===== src/rtl/spi_pkg.sv =====
// Shared constants for the SPI mode-0 byte shifter: state encoding,
// transfer length and the saturating bit counter helper.
package spi_pkg;
  localparam int BITS_PER_XFER = 8;

  localparam logic [1:0] IDLE = 2'd0;
  localparam logic [1:0] LOAD = 2'd1;
  localparam logic [1:0] XFER = 2'd2;
  localparam logic [1:0] DONE = 2'd3;

  typedef enum logic [1:0] {
    ST_IDLE = IDLE,
    ST_LOAD = LOAD,
    ST_XFER = XFER,
    ST_DONE = DONE
  } state_e;

  localparam logic [3:0] CNT_MAX = 4'(BITS_PER_XFER);

  // Counter stops at a full byte so surplus SCLK rises cannot wrap it.
  function automatic logic [3:0] sat_inc(input logic [3:0] c);
    return (c >= CNT_MAX) ? CNT_MAX : c + 4'd1;
  endfunction
endpackage


===== src/rtl/spi_shift_reg.sv =====
// Parallel-load, MSB-first shift register; used once for MOSI and once for MISO.
module spi_shift_reg
  import spi_pkg::*;
#(
  parameter int W = BITS_PER_XFER
) (
  input  logic         clk_i,
  input  logic         rst_ni,
  input  logic         load_i,
  input  logic [W-1:0] load_val_i,
  input  logic         shift_i,
  input  logic         ser_i,
  output logic [W-1:0] par_o,
  output logic         ser_o
);
  logic [W-1:0] sr_q, sr_d;

  always_comb begin
    sr_d = sr_q;
    if (load_i)       sr_d = load_val_i;
    else if (shift_i) sr_d = {sr_q[W-2:0], ser_i};
  end

  always_ff @(posedge clk_i) begin
    if (!rst_ni) sr_q <= '0;
    else         sr_q <= sr_d;
  end

  assign par_o = sr_q;
  assign ser_o = sr_q[W-1];
endmodule


===== src/rtl/spi_shifter.sv =====
// SPI mode-0 master byte shifter. SCLK timing comes from an external divider
// that reports edges as one-cycle rise/fall pulses.
module spi_shifter
  import spi_pkg::*;
#(
  parameter int DATA_W = BITS_PER_XFER
) (
  input  logic              i_clk,
  input  logic              i_rst_n,
  input  logic [DATA_W-1:0] i_tx_data,
  input  logic              i_tx_valid,
  output logic              o_tx_ready,
  output logic [DATA_W-1:0] o_rx_data,
  output logic              o_rx_valid,
  input  logic              i_div_ready,
  input  logic              i_sclk_rise,
  input  logic              i_sclk_fall,
  output logic              o_div_start_n,
  output logic              o_cs_n,
  output logic              o_mosi,
  input  logic              i_miso
);
  state_e            state_q;
  logic [3:0]        bit_cnt_q;
  logic              cs_n_q;
  logic              rx_valid_q;
  logic [DATA_W-1:0] rx_data_q;

  logic              in_xfer, accept, rise_ok, fall_ok, tx_msb;
  logic [DATA_W-1:0] rx_par, tx_par_unused;
  logic              rx_ser_unused;

  assign in_xfer = (state_q == ST_XFER);
  assign accept  = (state_q == ST_IDLE) && i_tx_valid;
  // Rise wins over a coincident fall; nothing shifts once a full byte is in.
  assign rise_ok = in_xfer && i_sclk_rise && (bit_cnt_q < CNT_MAX);
  assign fall_ok = in_xfer && i_sclk_fall && !i_sclk_rise && (bit_cnt_q < CNT_MAX);

  spi_shift_reg #(.W(DATA_W)) u_tx_sr (
    .clk_i      (i_clk),
    .rst_ni     (i_rst_n),
    .load_i     (accept),
    .load_val_i (i_tx_data),
    .shift_i    (fall_ok),
    .ser_i      (1'b0),
    .par_o      (tx_par_unused),
    .ser_o      (tx_msb)
  );

  spi_shift_reg #(.W(DATA_W)) u_rx_sr (
    .clk_i      (i_clk),
    .rst_ni     (i_rst_n),
    .load_i     (accept),
    .load_val_i ('0),
    .shift_i    (rise_ok),
    .ser_i      (i_miso),
    .par_o      (rx_par),
    .ser_o      (rx_ser_unused)
  );

  always_ff @(posedge i_clk) begin
    if (!i_rst_n) begin
      state_q    <= ST_IDLE;
      bit_cnt_q  <= '0;
      cs_n_q     <= 1'b1;
      rx_valid_q <= 1'b0;
      rx_data_q  <= '0;
    end else begin
      rx_valid_q <= 1'b0;
      case (state_q)
        ST_IDLE: if (i_tx_valid) begin
          state_q   <= ST_LOAD;
          cs_n_q    <= 1'b0;
          bit_cnt_q <= '0;
        end
        ST_LOAD: if (i_div_ready) state_q <= ST_XFER;
        ST_XFER: begin
          if (i_sclk_rise) bit_cnt_q <= sat_inc(bit_cnt_q);
          // Divider reports idle only after the trailing falling edge.
          if (bit_cnt_q == CNT_MAX && i_div_ready) begin
            state_q    <= ST_DONE;
            rx_valid_q <= 1'b1;
            rx_data_q  <= rx_par;
          end
        end
        default: begin
          state_q <= ST_IDLE;
          cs_n_q  <= 1'b1;
        end
      endcase
    end
  end

  assign o_tx_ready    = (state_q == ST_IDLE);
  assign o_div_start_n = !((state_q == ST_LOAD) && i_div_ready);
  assign o_cs_n        = cs_n_q;
  assign o_mosi        = tx_msb && ((state_q == ST_LOAD) || in_xfer);
  assign o_rx_valid    = rx_valid_q;
  assign o_rx_data     = rx_data_q;
endmodule


===== config.mk =====
export PLATFORM = sky130hd
export DESIGN_NAME = spi_shifter
export DESIGN_NICKNAME = d
export VERILOG_FILES = /design/src/rtl/spi_pkg.sv /design/src/rtl/spi_shift_reg.sv /design/src/rtl/spi_shifter.sv
export SDC_FILE = /design/constraint.sdc
export NUM_CORES = 1
export LEC_CHECK = 0
export ABC_AREA = 1
export BUFFER_PORTS_ARGS = -buffer_cell sky130_fd_sc_hd__buf_2
export CORE_MARGIN = 4
export CORE_UTILIZATION = 55
export CTS_BUF_LIST = sky130_fd_sc_hd__clkbuf_8
export DETAILED_ROUTE_END_ITERATION = 7
export PLACE_DENSITY_LB_ADDON = 0.05
export SLEW_MARGIN = 30
export SYNTH_ARGS = -nofsm -noshare
export SYNTH_HDL_FRONTEND = slang
export SYNTH_SLANG_ARGS = --single-unit

===== constraint.sdc =====
create_clock -name i_clk -period 1.9 [get_ports i_clk]
set_input_delay 0.38 -clock i_clk [delete_from_list [all_inputs] [get_ports i_clk]]
set_output_delay 0.38 -clock i_clk [all_outputs]
set_load 0.01 [all_outputs]

==> metrics.cfg <==
[hold_path]
hp-class=in -> reg
worstHoldStart=i_miso
worstHoldEndpoint=u_rx_sr.par_o[0]
hold_depth=3

[run_status]
status=completed

[worst_setup_path]
arrival_ps=1220
worstSetupStartpointType=register
regToRegStartpoint=state_q[0]
crit_chain=inv_1, ha_1, nand2_1, inv_1, buf_2
r2r_slack_ps=350
rr_worst_depth=6
timing.rr.end=bit_cnt_q[1]
cpPeakStageDelay_ps=330
required_ps=1520
critical_path.top_delay_family=flip-flops
worst-setup-path-type=reg -> out
crit_buf_inv=3
path_max_fanout=3
crit_path_end_kind=output pin
crit_slowest_cell=dfxtp_1
crit_path_frequent_cell=inv_1

[job]
max_cap_violations=0

[power]
p_seq_share_pct=39.1
peakVddDrop_v=0.000973
p_comb_share_pct=32.6
switching_power_w=0.000767
p_sw_share_pct=35.0
powerDensity_nw_per_um2=1260
clkPwrFrac_pct=28.3
intPower_w=0.00143
power_leakage_nw=0.892

[global_route]
grt_pass1_wl_mm=5.08
grt_util_all_layers_pct=19.0
grt_pass1_vias=1204
grt_start_max_net_pins=15
grt_overflow_total=0
antenna_found_initial=0

[clock_network]
cts-resized-gates=0
htreeDepth=2
root_buffer=clkbuf_8
numCtsBuffers=5
clk_path_buf_depth=2
cts_setup_buffers=0
numClockSinks=32
clkTransAtPathRegs_ps=60
cts_hold_buf=0
cts_tree=built
clk-insertion-delay-late_ps=280

[sta]
fin_hold_ws_ps=330
slew_violations=0
final.setup_skew_ps=2.16
setup_viol=0
worst_pin_slew_ps=406
rsz0062_at_grt=no
hold_viol=0
fin_tns_setup_ps=0
fin_crit_ps=1600
slew_headroom_pct=72.6
timing.fmax_mhz=624
period_share_pct=84.4

[cells_and_area]
diodes=0
final_nets=273
utilization_pct=69.2
area_growth_pct=17.0
drive_gt1_share_pct=18.1

[logic_synthesis]
synth_top_cells_by_area=dfxtp_1, nand2_1, nor2_1, inv_1, a21oi_1
syn_nets=241
synth_top_area_share_pct=43.0
netlist_area_sq_um=1490
syn_avg_cell_area_sq_um=6.75
yosys.area.top_type=dfxtp_1
synth.distinct_cells=17
yosys_warnings=0
yosysSeqAreaShare_pct=43.0
yosys_register_bits=32
syn_inst=221

[die]
fp-row-count=18
dieWidth_um=60.1
die-area_sq_um=3610
initial_core_util_pct=59.1
core-area_sq_um=2520
io-pin-count=28
die_y_um=60.1

[place]
portBuffers=27
dp_hpwl_mm=2.12
place.gp.congestion=0.854

[drt]
routedWlPerCell_um=10.3
wirelength_mm=2.93
firstDrtPassIters=4
drt_iter0_markers=61
ant_nets=0
viasPerCell=4.85
drc=0
via_count=1377

-- kinds of logic after synthesis --
logic type / share of synthesized area, %
AND/OR/NAND/NOR: 33.1
buffers and inverters: 10.4
flip-flops: 43.0
AO/OA/AOI/OAI: 9.40
adder cells (fa/ha/maj): 4.19
-- worst max path at each step --
stage / from / endpoint / slack [ps] / depth (start not counted)
2_1_floorplan: state_q[0] / bit_cnt_q[1] / 500 / 7
5_1_grt: state_q[1] / u_rx_sr.par_o[7] / 50 / 7
6_report: state_q[0] / o_mosi / 300 / 5
4_1_cts: state_q[0] / o_mosi / 290 / 5
3_5_place_dp: state_q[0] / bit_cnt_q[1] / 350 / 6
3_3_place_gp: state_q[0] / u_rx_sr.par_o[6] / 380 / 7
-- final cells by class --
| class | count | area (sq um) |
|---|---|---|
| clock buffers | 5 | 68.8 |
| clock inverters | 3 | 38.8 |
| fillers | 234 | 777 |
| inverters | 30 | 114 |
| multi-input cells | 155 | 696 |
| flip-flops and latches | 32 | 641 |
| well taps | 30 | 37.5 |
| repair buffers | 29 | 150 |
-- flip-flops by register name (all words and copies together) (netlist names) --
name and count:
o_rx_valid 1, u_tx_sr.par_o 8, o_cs_n 1, u_rx_sr.par_o 8, o_rx_data 8, state_q 2, bit_cnt_q 4
-- worst min-delay path: stages --
cell and delay (ps):
buf_2 80, nor2_1 30, nor2_1 80
-- cell usage in the layout (no fill, tap or decap), drive strengths merged --
cell | netlist | routed
nand2 | 74 | 74
nor2 | 40 | 40
dfxtp | 32 | 32
inv | 29 | 30
buf | 2 | 29
a21oi | 15 | 15
o21ai | 13 | 13
nand3 | 8 | 8
ha | 5 | 5
clkbuf | 2 | 5
clkinv | 1 | 2
bufinv | 0 | 1
-- cells in the mapped netlist --
cell and count:
inv_2 3, nand3_1 6, nor2_2 3, clkbuf_8 1, buf_1 1, ha_1 5
a21oi_1 15, clkbuf_1 1, inv_1 26, nor2_1 37, clkinv_2 1, o21ai_0 13
nand2_4 1, dfxtp_1 32, nand3_2 2, nand2_1 73, buf_12 1
-- per-stage QoR --
step | total power, W | cell area (sq um) | cells | worst slack [ps]
2_1_floorplan | 0.00145 | 1490 | 221 | 499
3_3_place_gp | 0.00157 | 1640 | 276 | 378
3_5_place_dp | 0.00158 | 1640 | 276 | 346
4_1_cts | 0.00221 | 1750 | 284 | 294
5_1_grt | 0.00238 | 1750 | 284 | 52.5
6_report | 0.00219 | 1750 | 284 | 297
-- routing by layer --
metal | GRT usage [%] | vias to the layer above | wire length (um)
met5 | 0 | - | 0
met1 | 23.2 | 599 | 1420
met2 | 29.0 | 33 | 1260
met4 | 8.86 | 0 | 63
li1 | - | 735 | -
met3 | 7.78 | 10 | 179
-- power by group through the flow --
stage	sequential, W	combinational, W	clock, W
floorplan	0.000860	0.000595	0
global placement	0.000868	0.000705	0
detailed placement	0.000872	0.000706	0
CTS	0.000857	0.000720	0.000638
global route	0.000875	0.000832	0.000674
finish	0.000859	0.000715	0.000621
Note: power is estimated with default switching activity, not from simulation.
